<file path="config.mk">
export PLATFORM = sky130hd
export DESIGN_NAME = stereo_frame_sched
export DESIGN_NICKNAME = d
export VERILOG_FILES = /design/src/rtl/stereo_frame_sched_pkg.sv /design/src/rtl/stereo_frame_sched_img_pix_counter.sv /design/src/rtl/stereo_frame_sched.sv
export SDC_FILE = /design/constraint.sdc
export NUM_CORES = 1
export LEC_CHECK = 0
export BUFFER_PORTS_ARGS = -buffer_cell sky130_fd_sc_hd__clkbuf_2
export CAP_MARGIN = 20
export CORE_AREA = 2 2 96 98
export CTS_CLUSTER_DIAMETER = 60
export DETAILED_ROUTE_END_ITERATION = 6
export DIE_AREA = 0 0 98 100
export GPL_ROUTABILITY_DRIVEN = 0
export PLACE_DENSITY_LB_ADDON = 0.3
export RECOVER_POWER = 100
export SLEW_MARGIN = 10
export SYNTH_ARGS = -nofsm -noshare
export SYNTH_HDL_FRONTEND = slang
export SYNTH_SLANG_ARGS = --single-unit
</file>
<file path="constraint.sdc">
create_clock -name clk -period 1.6 [get_ports clk]
set_input_delay 0.24 -clock clk [delete_from_list [all_inputs] [get_ports clk]]
set_output_delay 0.24 -clock clk [all_outputs]
set_load 0.005 [all_outputs]
</file>
<file path="src/rtl/stereo_frame_sched_pkg.sv">
// +--------------------------------------------------------------------------+
// | Package  : stereo_pkg                                                    |
// | Purpose  : Shared types and constants for the stereo frame scheduler.    |
// | Revision : 1.0 - initial release                                         |
// +--------------------------------------------------------------------------+
`default_nettype none

package stereo_pkg;

  // Scheduler states; six used codes in a 3-bit encoding.
  typedef enum logic [2:0] {
    ST_IDLE      = 3'd0,
    ST_GAP_L     = 3'd1,
    ST_LEFT      = 3'd2,
    ST_GAP_R     = 3'd3,
    ST_RIGHT     = 3'd4,
    ST_WAIT_DONE = 3'd5
  } sched_state_t;

  // Encoding of the side output.
  localparam logic SIDE_L = 1'b0;
  localparam logic SIDE_R = 1'b1;

  // Counter width able to hold values 0..n-1, never narrower than one bit.
  function automatic int cnt_width(input int n);
    return (n > 1) ? $clog2(n) : 1;
  endfunction

endpackage

`default_nettype wire

</file>
<file path="src/rtl/stereo_frame_sched_img_pix_counter.sv">
// +--------------------------------------------------------------------------+
// | Module   : img_pix_counter                                               |
// | Purpose  : Loadable up-counter with a terminal-count flag. Used for      |
// |            pixel counting, gap timing and the optional watchdog.         |
// | Revision : 1.0 - initial release                                         |
// +--------------------------------------------------------------------------+
`default_nettype none

module img_pix_counter #(
  parameter int              WIDTH  = 8,
  parameter logic [WIDTH-1:0] TC_VAL = '1
) (
  input  logic             clk,
  input  logic             rst,       // synchronous, active low
  input  logic             load,
  input  logic [WIDTH-1:0] load_val,
  input  logic             inc,
  output logic             tc
);

  logic [WIDTH-1:0] count;

  // Load has priority over increment so a restart always wins.
  always_ff @(posedge clk) begin
    if (!rst) begin
      count <= '0;
    end else if (load) begin
      count <= load_val;
    end else if (inc) begin
      count <= count + 1'b1;
    end
  end

  assign tc = (count == TC_VAL);

endmodule

`default_nettype wire

</file>
<file path="src/rtl/stereo_frame_sched.sv">
// +--------------------------------------------------------------------------+
// | Module   : stereo_frame_sched                                            |
// | Purpose  : Shares one Fea_Pro pixel port between a left and a right      |
// |            camera: gap, left image, gap, right image, wait for done.     |
// | Options  : STEREO_TIMEOUT_EN - adds a WAIT_DONE watchdog and sticky      |
// |            timeout_err flag; without it timeout_err is tied low.         |
// | Revision : 1.0 - initial release                                         |
// +--------------------------------------------------------------------------+
`default_nettype none

module stereo_frame_sched
  import stereo_pkg::*;
#(
  parameter int IMG_HEIGHT     = 100,
  parameter int IMG_WIDTH      = 120,
  parameter int GAP_CYCLES     = 1000,
  parameter int TIMEOUT_CYCLES = 2000000
) (
  input  logic        clk,
  input  logic        rst,          // synchronous, active low
  input  logic        enable,
  input  logic [7:0]  l_din,
  input  logic        l_valid,
  output logic        l_ready,
  input  logic [7:0]  r_din,
  input  logic        r_valid,
  output logic        r_ready,
  output logic [7:0]  img_din,
  output logic        img_din_valid,
  input  logic        fea_done,
  output logic        busy,
  output logic        side,
  output logic [15:0] frame_cnt,
  output logic        timeout_err
);

  localparam int NUM_PIX = IMG_HEIGHT * IMG_WIDTH;
  localparam int PIX_W   = cnt_width(NUM_PIX);
  localparam int GAP_W   = cnt_width(GAP_CYCLES + 1);
  localparam logic [PIX_W-1:0] PIX_LAST = PIX_W'(NUM_PIX - 1);
  localparam logic [GAP_W-1:0] GAP_LAST = GAP_W'(GAP_CYCLES - 1);

  sched_state_t state, state_nxt;

  logic l_acc, r_acc;
  logic in_gap, in_img;
  logic pix_tc, gap_tc;
  logic wd_expire;

  assign l_acc  = l_valid && l_ready;
  assign r_acc  = r_valid && r_ready;
  assign in_gap = (state == ST_GAP_L) || (state == ST_GAP_R);
  assign in_img = (state == ST_LEFT)  || (state == ST_RIGHT);

  // Pixel counter is held at zero through each gap, so every image starts from 0.
  img_pix_counter #(
    .WIDTH  (PIX_W),
    .TC_VAL (PIX_LAST)
  ) u_pix_cnt (
    .clk      (clk),
    .rst      (rst),
    .load     (!in_img),
    .load_val ('0),
    .inc      (l_acc || r_acc),
    .tc       (pix_tc)
  );

  // Gap counter runs only inside GAP_L/GAP_R; tc marks the last gap cycle.
  img_pix_counter #(
    .WIDTH  (GAP_W),
    .TC_VAL (GAP_LAST)
  ) u_gap_cnt (
    .clk      (clk),
    .rst      (rst),
    .load     (!in_gap),
    .load_val ('0),
    .inc      (in_gap),
    .tc       (gap_tc)
  );

`ifdef STEREO_TIMEOUT_EN
  localparam int WD_W = cnt_width(TIMEOUT_CYCLES + 1);
  localparam logic [WD_W-1:0] WD_LAST = WD_W'(TIMEOUT_CYCLES - 1);

  logic wd_tc;

  img_pix_counter #(
    .WIDTH  (WD_W),
    .TC_VAL (WD_LAST)
  ) u_wd_cnt (
    .clk      (clk),
    .rst      (rst),
    .load     (state != ST_WAIT_DONE),
    .load_val ('0),
    .inc      (state == ST_WAIT_DONE),
    .tc       (wd_tc)
  );

  // A done arriving in the expiry cycle still completes the frame normally.
  assign wd_expire = (state == ST_WAIT_DONE) && wd_tc && !fea_done;

  // Sticky watchdog flag, cleared only by reset.
  always_ff @(posedge clk) begin
    if (!rst) begin
      timeout_err <= 1'b0;
    end else if (wd_expire) begin
      timeout_err <= 1'b1;
    end
  end
`else
  assign wd_expire   = 1'b0;
  assign timeout_err = 1'b0;
`endif

  // State register.
  always_ff @(posedge clk) begin
    if (!rst) begin
      state <= ST_IDLE;
    end else begin
      state <= state_nxt;
    end
  end

  // Next-state and state-decoded outputs.
  always_comb begin
    state_nxt = state;
    l_ready   = 1'b0;
    r_ready   = 1'b0;
    busy      = 1'b1;
    side      = SIDE_L;
    case (state)
      ST_IDLE: begin
        busy = 1'b0;
        if (enable) state_nxt = ST_GAP_L;
      end
      ST_GAP_L: begin
        if (gap_tc) state_nxt = ST_LEFT;
      end
      ST_LEFT: begin
        l_ready = 1'b1;
        if (l_acc && pix_tc) state_nxt = ST_GAP_R;
      end
      ST_GAP_R: begin
        side = SIDE_R;
        if (gap_tc) state_nxt = ST_RIGHT;
      end
      ST_RIGHT: begin
        side    = SIDE_R;
        r_ready = 1'b1;
        if (r_acc && pix_tc) state_nxt = ST_WAIT_DONE;
      end
      ST_WAIT_DONE: begin
        side = SIDE_R;
        if (fea_done || wd_expire) state_nxt = ST_IDLE;
      end
      default: begin
        busy      = 1'b0;
        state_nxt = ST_IDLE;
      end
    endcase
  end

  // One-cycle registered pixel path; img_din holds its value when idle.
  always_ff @(posedge clk) begin
    if (!rst) begin
      img_din       <= '0;
      img_din_valid <= 1'b0;
    end else begin
      img_din_valid <= l_acc || r_acc;
      if (l_acc) begin
        img_din <= l_din;
      end else if (r_acc) begin
        img_din <= r_din;
      end
    end
  end

  // Completed-frame counter, wrapping naturally at 16 bits.
  always_ff @(posedge clk) begin
    if (!rst) begin
      frame_cnt <= '0;
    end else if ((state == ST_WAIT_DONE) && fea_done) begin
      frame_cnt <= frame_cnt + 16'd1;
    end
  end

endmodule

`default_nettype wire
</file>
Yosys cells after proc, flatten, opt, wreduce, memory -nomap -nowiden. Cells that the tools add are included.

Flip-flop bits (word level): 52. Bits in latches: 0. Memory bits (writable): 0. ROM bits: 0. Input port bits: 22. Output and inout bits: 30. Word-level logic and storage cells: 50. Memories kept: 0.

Add/subtract/negate cells: 3. $mul: 0. Div/mod/pow operators: 0. Order comparisons: 0. Eq/ne operators: 13. Shift-type cells: 0. Muxes and demuxes: 13. Bitwise operators: 0. Reductions and logical operators: 15.

Operators with widths (count): 3-bit two-way mux (6); 3-bit case mux with 6 select lines (1); 16-bit by 1-bit adder with 16-bit output (second input constant) (1); 8-bit two-way mux (2); 14-bit by 1-bit adder with 14-bit output (second input constant) (1); 14-bit == test (second input constant) (1); 10-bit by 1-bit adder with 10-bit output (second input constant) (1); 10-bit == test (second input constant) (1); 2-bit != test (second input constant) (4); 3-bit by 2-bit == test with 1-bit output (second input constant) (2); 3-bit == test (second input constant) (2); 6-bit AND reduction (1); 1-bit logical AND (5); 5-bit OR reduction (1); 1-bit two-way mux (4); 2-bit by 1-bit != test with 1-bit output (second input constant) (2); 2-bit AND reduction (2); 3-bit by 1-bit == test with 1-bit output (second input constant) (1); 3-bit logical NOT (1); 1-bit logical OR (3); 3-bit OR reduction (1); 2-bit nonzero test (1).

Longest topological paths before layout.
Word-level depth: 6. Mapped depth: 6. Gate-level depth less buffers: 5.

Hierarchy. From an unflattened synthesis, not the netlist that was laid out.

Cell total of the unflattened synthesis: 320. Area total of the unflattened synthesis: 2722.6 sq um.

Modules (own cells, without submodules): stereo_frame_sched (instances 1, cells an instance 153, area an instance 1326.3 sq um, sequential area each 560.5 sq um); img_pix_counter at u_pix_cnt (instances 1, cells an instance 98, area an instance 838.3 sq um, sequential area each 280.3 sq um); img_pix_counter at u_gap_cnt (instances 1, cells an instance 69, area an instance 558.0 sq um, sequential area each 200.2 sq um).

Worst setup path before layout. No wires, ideal clock.

Path type: flip-flop to flip-flop. From: reg state[2]. To: reg u_pix_cnt.count[8]. Library setup time: 71 ps. Data arrival time: 1479 ps. Required time: 1529 ps. Slack: 51 ps. Cell stages (with the launch flop): 6. Path buffers: 1. Clock period less this slack: 1549 ps. Cells stage by stage: dfxtp_1 buf_6 nand3b_4 a2111o_1 or3_1 a21oi_1.

Longest elaborated chain between the ends: 4. Elaborated cells between the ends (all ways): 9. Those cells by class: eq/ne (2); mux (2); reduce/logical (5).

RTL lines: start: declaration (RTL line stereo_frame_sched.sv:43) `sched_state_t state, state_nxt;`; start signal: assignment (RTL line stereo_frame_sched.sv:120) `state <= state_nxt;`; 3-bit by 2-bit == test with 1-bit output or 3-bit == test (tied branches) (RTL line stereo_frame_sched.sv:53, stereo_frame_sched.sv:131); 1-bit two-way mux (RTL line stereo_frame_sched.sv:131) `case (state)`; 1-bit logical AND (on tied branches) (RTL line stereo_frame_sched.sv:50, stereo_frame_sched.sv:51); 1-bit logical OR (RTL line stereo_frame_sched.sv:64) `.inc (l_acc || r_acc),`; end signal: assignment (RTL line stereo_frame_sched_img_pix_counter.sv:28) `count <= load_val;`; end signal: assignment (RTL line stereo_frame_sched_img_pix_counter.sv:30) `count <= count + 1'b1;`; end: declaration (RTL line stereo_frame_sched_img_pix_counter.sv:21) `logic [WIDTH-1:0] count;`.

Several ways; a longest one is shown, not always the timed one. A chain may end at the register's enable or synchronous reset.

Worst setup path in the final report.
From: reg state[1]. To: out r_ready.

Longest elaborated chain between the ends: 2.

RTL lines: 3-bit == test (RTL line stereo_frame_sched.sv:131); 1-bit two-way mux (RTL line stereo_frame_sched.sv:131); end: declaration (RTL line stereo_frame_sched.sv:27) `output logic r_ready,`.

Every way passes these cells.

==> metrics.cfg <==
[run_status]
status = finished clean

[global_routing]
antenna_found_initial = 0
grt_overflow = 0
grt_pass1_wl_um = 9450
grt_start_max_net_pins = 25
gr-usage-all-layers_pct = 11.5
grt_pass1_vias = 2043

[yosys]
async_reset_ff_share_pct = 0
ys.flop_type = dfxtp_1
syn_avg_cell_area_um2 = 8.98
synth-edff-count = 0
netlist_area_mm2 = 0.00259
ys_types = 47
synth_cells = 288
ys_ff_latch = 52
ys_seq_area_share_pct = 40.3
syn_nets = 313
yosysWarningCount = 0

[timing]
timing.slew.headroom_pct = 65.7
tightest_slew_ns = 0.502
whs_ns = 0.263
fmaxAchievable_ghz = 0.638
clock_skew_ns = 0.0114
hold_viol = 0
finalCriticalPeriod_ns = 1.57
setup-violations-final = 0
min_period_over_period_pct = 98.0
slew_viol_final = 0
rsz0062_at_grt = true
setup_tns_ns = 0

[worst_hold_path]
min_to = state[0]
hold_start = l_valid
holdPathStages = 3
hold_class = in2reg

[critical_path]
rr_endpoint = img_din[3]
cp_max_fo = 8
required_ns = 1.36
r2r_slack_ns = 0.03
r2r_start = state[0]
rr_worst_depth = 7
end_kind = output pin
critPathLaunchType = flip-flop
worst-endpoint-arrival_ns = 1.33
path_class = reg2out

[finish]
final_util_pct = 39.1
final_cell_area_mm2 = 0.00347
antenna_cells = 0
layout_commonest_cell = dfxtp_1
areaGrowthSynthToFinish_pct = 34.3
final_cell_mix = 44 x dfxtp_1, 38 x clkbuf_2, 31 x buf_4, 29 x nand2_1, 20 x nor2_1
nets = 398
drive_gt1_share_pct = 30.2

[clocking]
clk_latency_ns = 0.31
numClockSinks = 52
clk_pin_slew_ns = 0.09
cts_buffers = 5
clockBufferDepth = 2
cts_tree = built
cts-root-buf = clkbuf_8
cts_hold_buf = 0
htree_levels = 2

[routing]
avgRoutedWirePerCell_um = 11.8
antenna_left = 0
wl_um = 5740
drc_errors = 0
drt_pass1_iterations = 4
vias_per_cell = 4.76
drt_iter0_markers = 64
via_count = 2308

[floorplanning]
initial_core_util_pct = 29.1
core_area_mm2 = 0.00889
dieHeight_um = 100
rows = 35
dieWidth_um = 98
dieArea_mm2 = 0.00980
io_pins = 52

[power]
leakage_nw = 1.43
report.power.total_mw = 2.36
max-vdd-ir-drop_mv = 0.343
power_density_mw_per_mm2 = 679

[placed_design]
dp_hpwl_um = 4040
placed_area_mm2 = 0.00317
place.port_buffers = 50

[flow_run]
cap_viol_max_count = 0

metrics by stage:
stage               cells  worst slack [ns]
detailed placement    466           -0.0432
global route          485           -0.0455
floorplan             288            0.0508
CTS                   474            0.0101
finish                485            0.0319
global placement      466           0.00374
cells in the mapped netlist, types with 2 or more instances:
| master | count | area share (%) |
|---|---|---|
| nand3_1 | 13 | 2.5 |
| a21oi_1 | 8 | 1.5 |
| nand3b_4 | 2 | 1.5 |
| mux2i_1 | 17 | 6.6 |
| nand3b_1 | 3 | 0.87 |
| nor2_1 | 21 | 3.0 |
| a2111oi_0 | 3 | 1.0 |
| nor4bb_1 | 2 | 0.77 |
| nor3_1 | 8 | 1.5 |
| ha_1 | 3 | 1.5 |
| clkbuf_1 | 6 | 0.87 |
| nand2b_1 | 7 | 1.7 |
| dfxtp_1 | 52 | 40 |
| and4_1 | 2 | 0.68 |
| xnor2_1 | 13 | 4.4 |
| nand4b_1 | 2 | 0.68 |
| a211oi_1 | 2 | 0.58 |
| xor2_1 | 11 | 3.7 |
| buf_2 | 4 | 0.77 |
| or3_1 | 7 | 1.7 |
| and2_1 | 11 | 2.7 |
| nor3b_1 | 2 | 0.58 |
| a211o_1 | 2 | 0.68 |
| nand2_1 | 31 | 4.5 |
| inv_1 | 11 | 1.6 |
| nand4_1 | 8 | 1.9 |
| o21ai_0 | 5 | 0.97 |
| nor4_1 | 6 | 1.5 |
| o211a_1 | 8 | 3.1 |
worst max path at each step:
stage	startpoint	end	slack, ns	depth (start not counted)
6_report	state[1]	r_ready	0.03	4
5_1_grt	state[0]	img_din[7]	-0.05	7
4_1_cts	state[1]	r_ready	0.01	4
3_5_place_dp	u_pix_cnt.count[1]	u_pix_cnt.count[10]	-0.04	5
3_3_place_gp	state[2]	frame_cnt[9]	0.004	5
2_1_floorplan	state[2]	u_pix_cnt.count[8]	0.05	5
repair_timing:
action,in CTS,in global routing
cloned,0,1
buffers inserted,0,10
setup endpoints to repair,15,15
gates resized for setup,6,30
pin swaps,0,8
worst max-delay path, cell delays in order, from the launching register on:
cell	delay, ns
dfxtp_4	0.39
buf_4	0.16
nand2b_2	0.23
nor2_2	0.12
clkbuf_2	0.13
final cells by class:
class / count / area, um^2
Clock buffer: 6 / 72.6
Clock inverter: 2 / 38.8
Fill cell: 898 / 5420
Inverter: 11 / 41.3
Multi-Input combinational cell: 213 / 1550
Sequential cell: 52 / 1060
Tap cell: 111 / 139
Timing Repair Buffer: 90 / 573
cells by family after synthesis:
group	after synthesis	share of synthesized area [%]
AO/OA/AOI/OAI	38	12.0
XOR/XNOR	24	8.13
adder cells (fa/ha/maj)	3	1.45
buffers and inverters	24	4.11
flip-flops	52	40.3
multiplexers	17	6.58
other	1	0.145
AND/OR/NAND/NOR	129	27.3
sequential cells by signal (all words and copies together), names as in the netlist:
name / count
u_pix_cnt.count: 14
u_gap_cnt.count: 10
img_din: 8
state: 3
frame_cnt: 16
img_din_valid: 1
metal layers:
layer / vias to the layer above / global-route usage [%] / share of wire (%)
li1: 1184 / - / -
met1: 1078 / 15.5 / 49
met2: 40 / 18.9 / 47
met3: 6 / 2.65 / 3.6
met4: 0 / 2.24 / 0.84
met5: - / 0 / 0
power by group:
group          internal, mW  total, mW  leakage [nW]  switching, mW
clock network         0.474      0.932        0.0558          0.459
logic                0.0574      0.125         0.955         0.0674
registers              1.29       1.30         0.424        0.00559
total                  1.82       2.36          1.43          0.532
(Power assumes the default switching activity.)
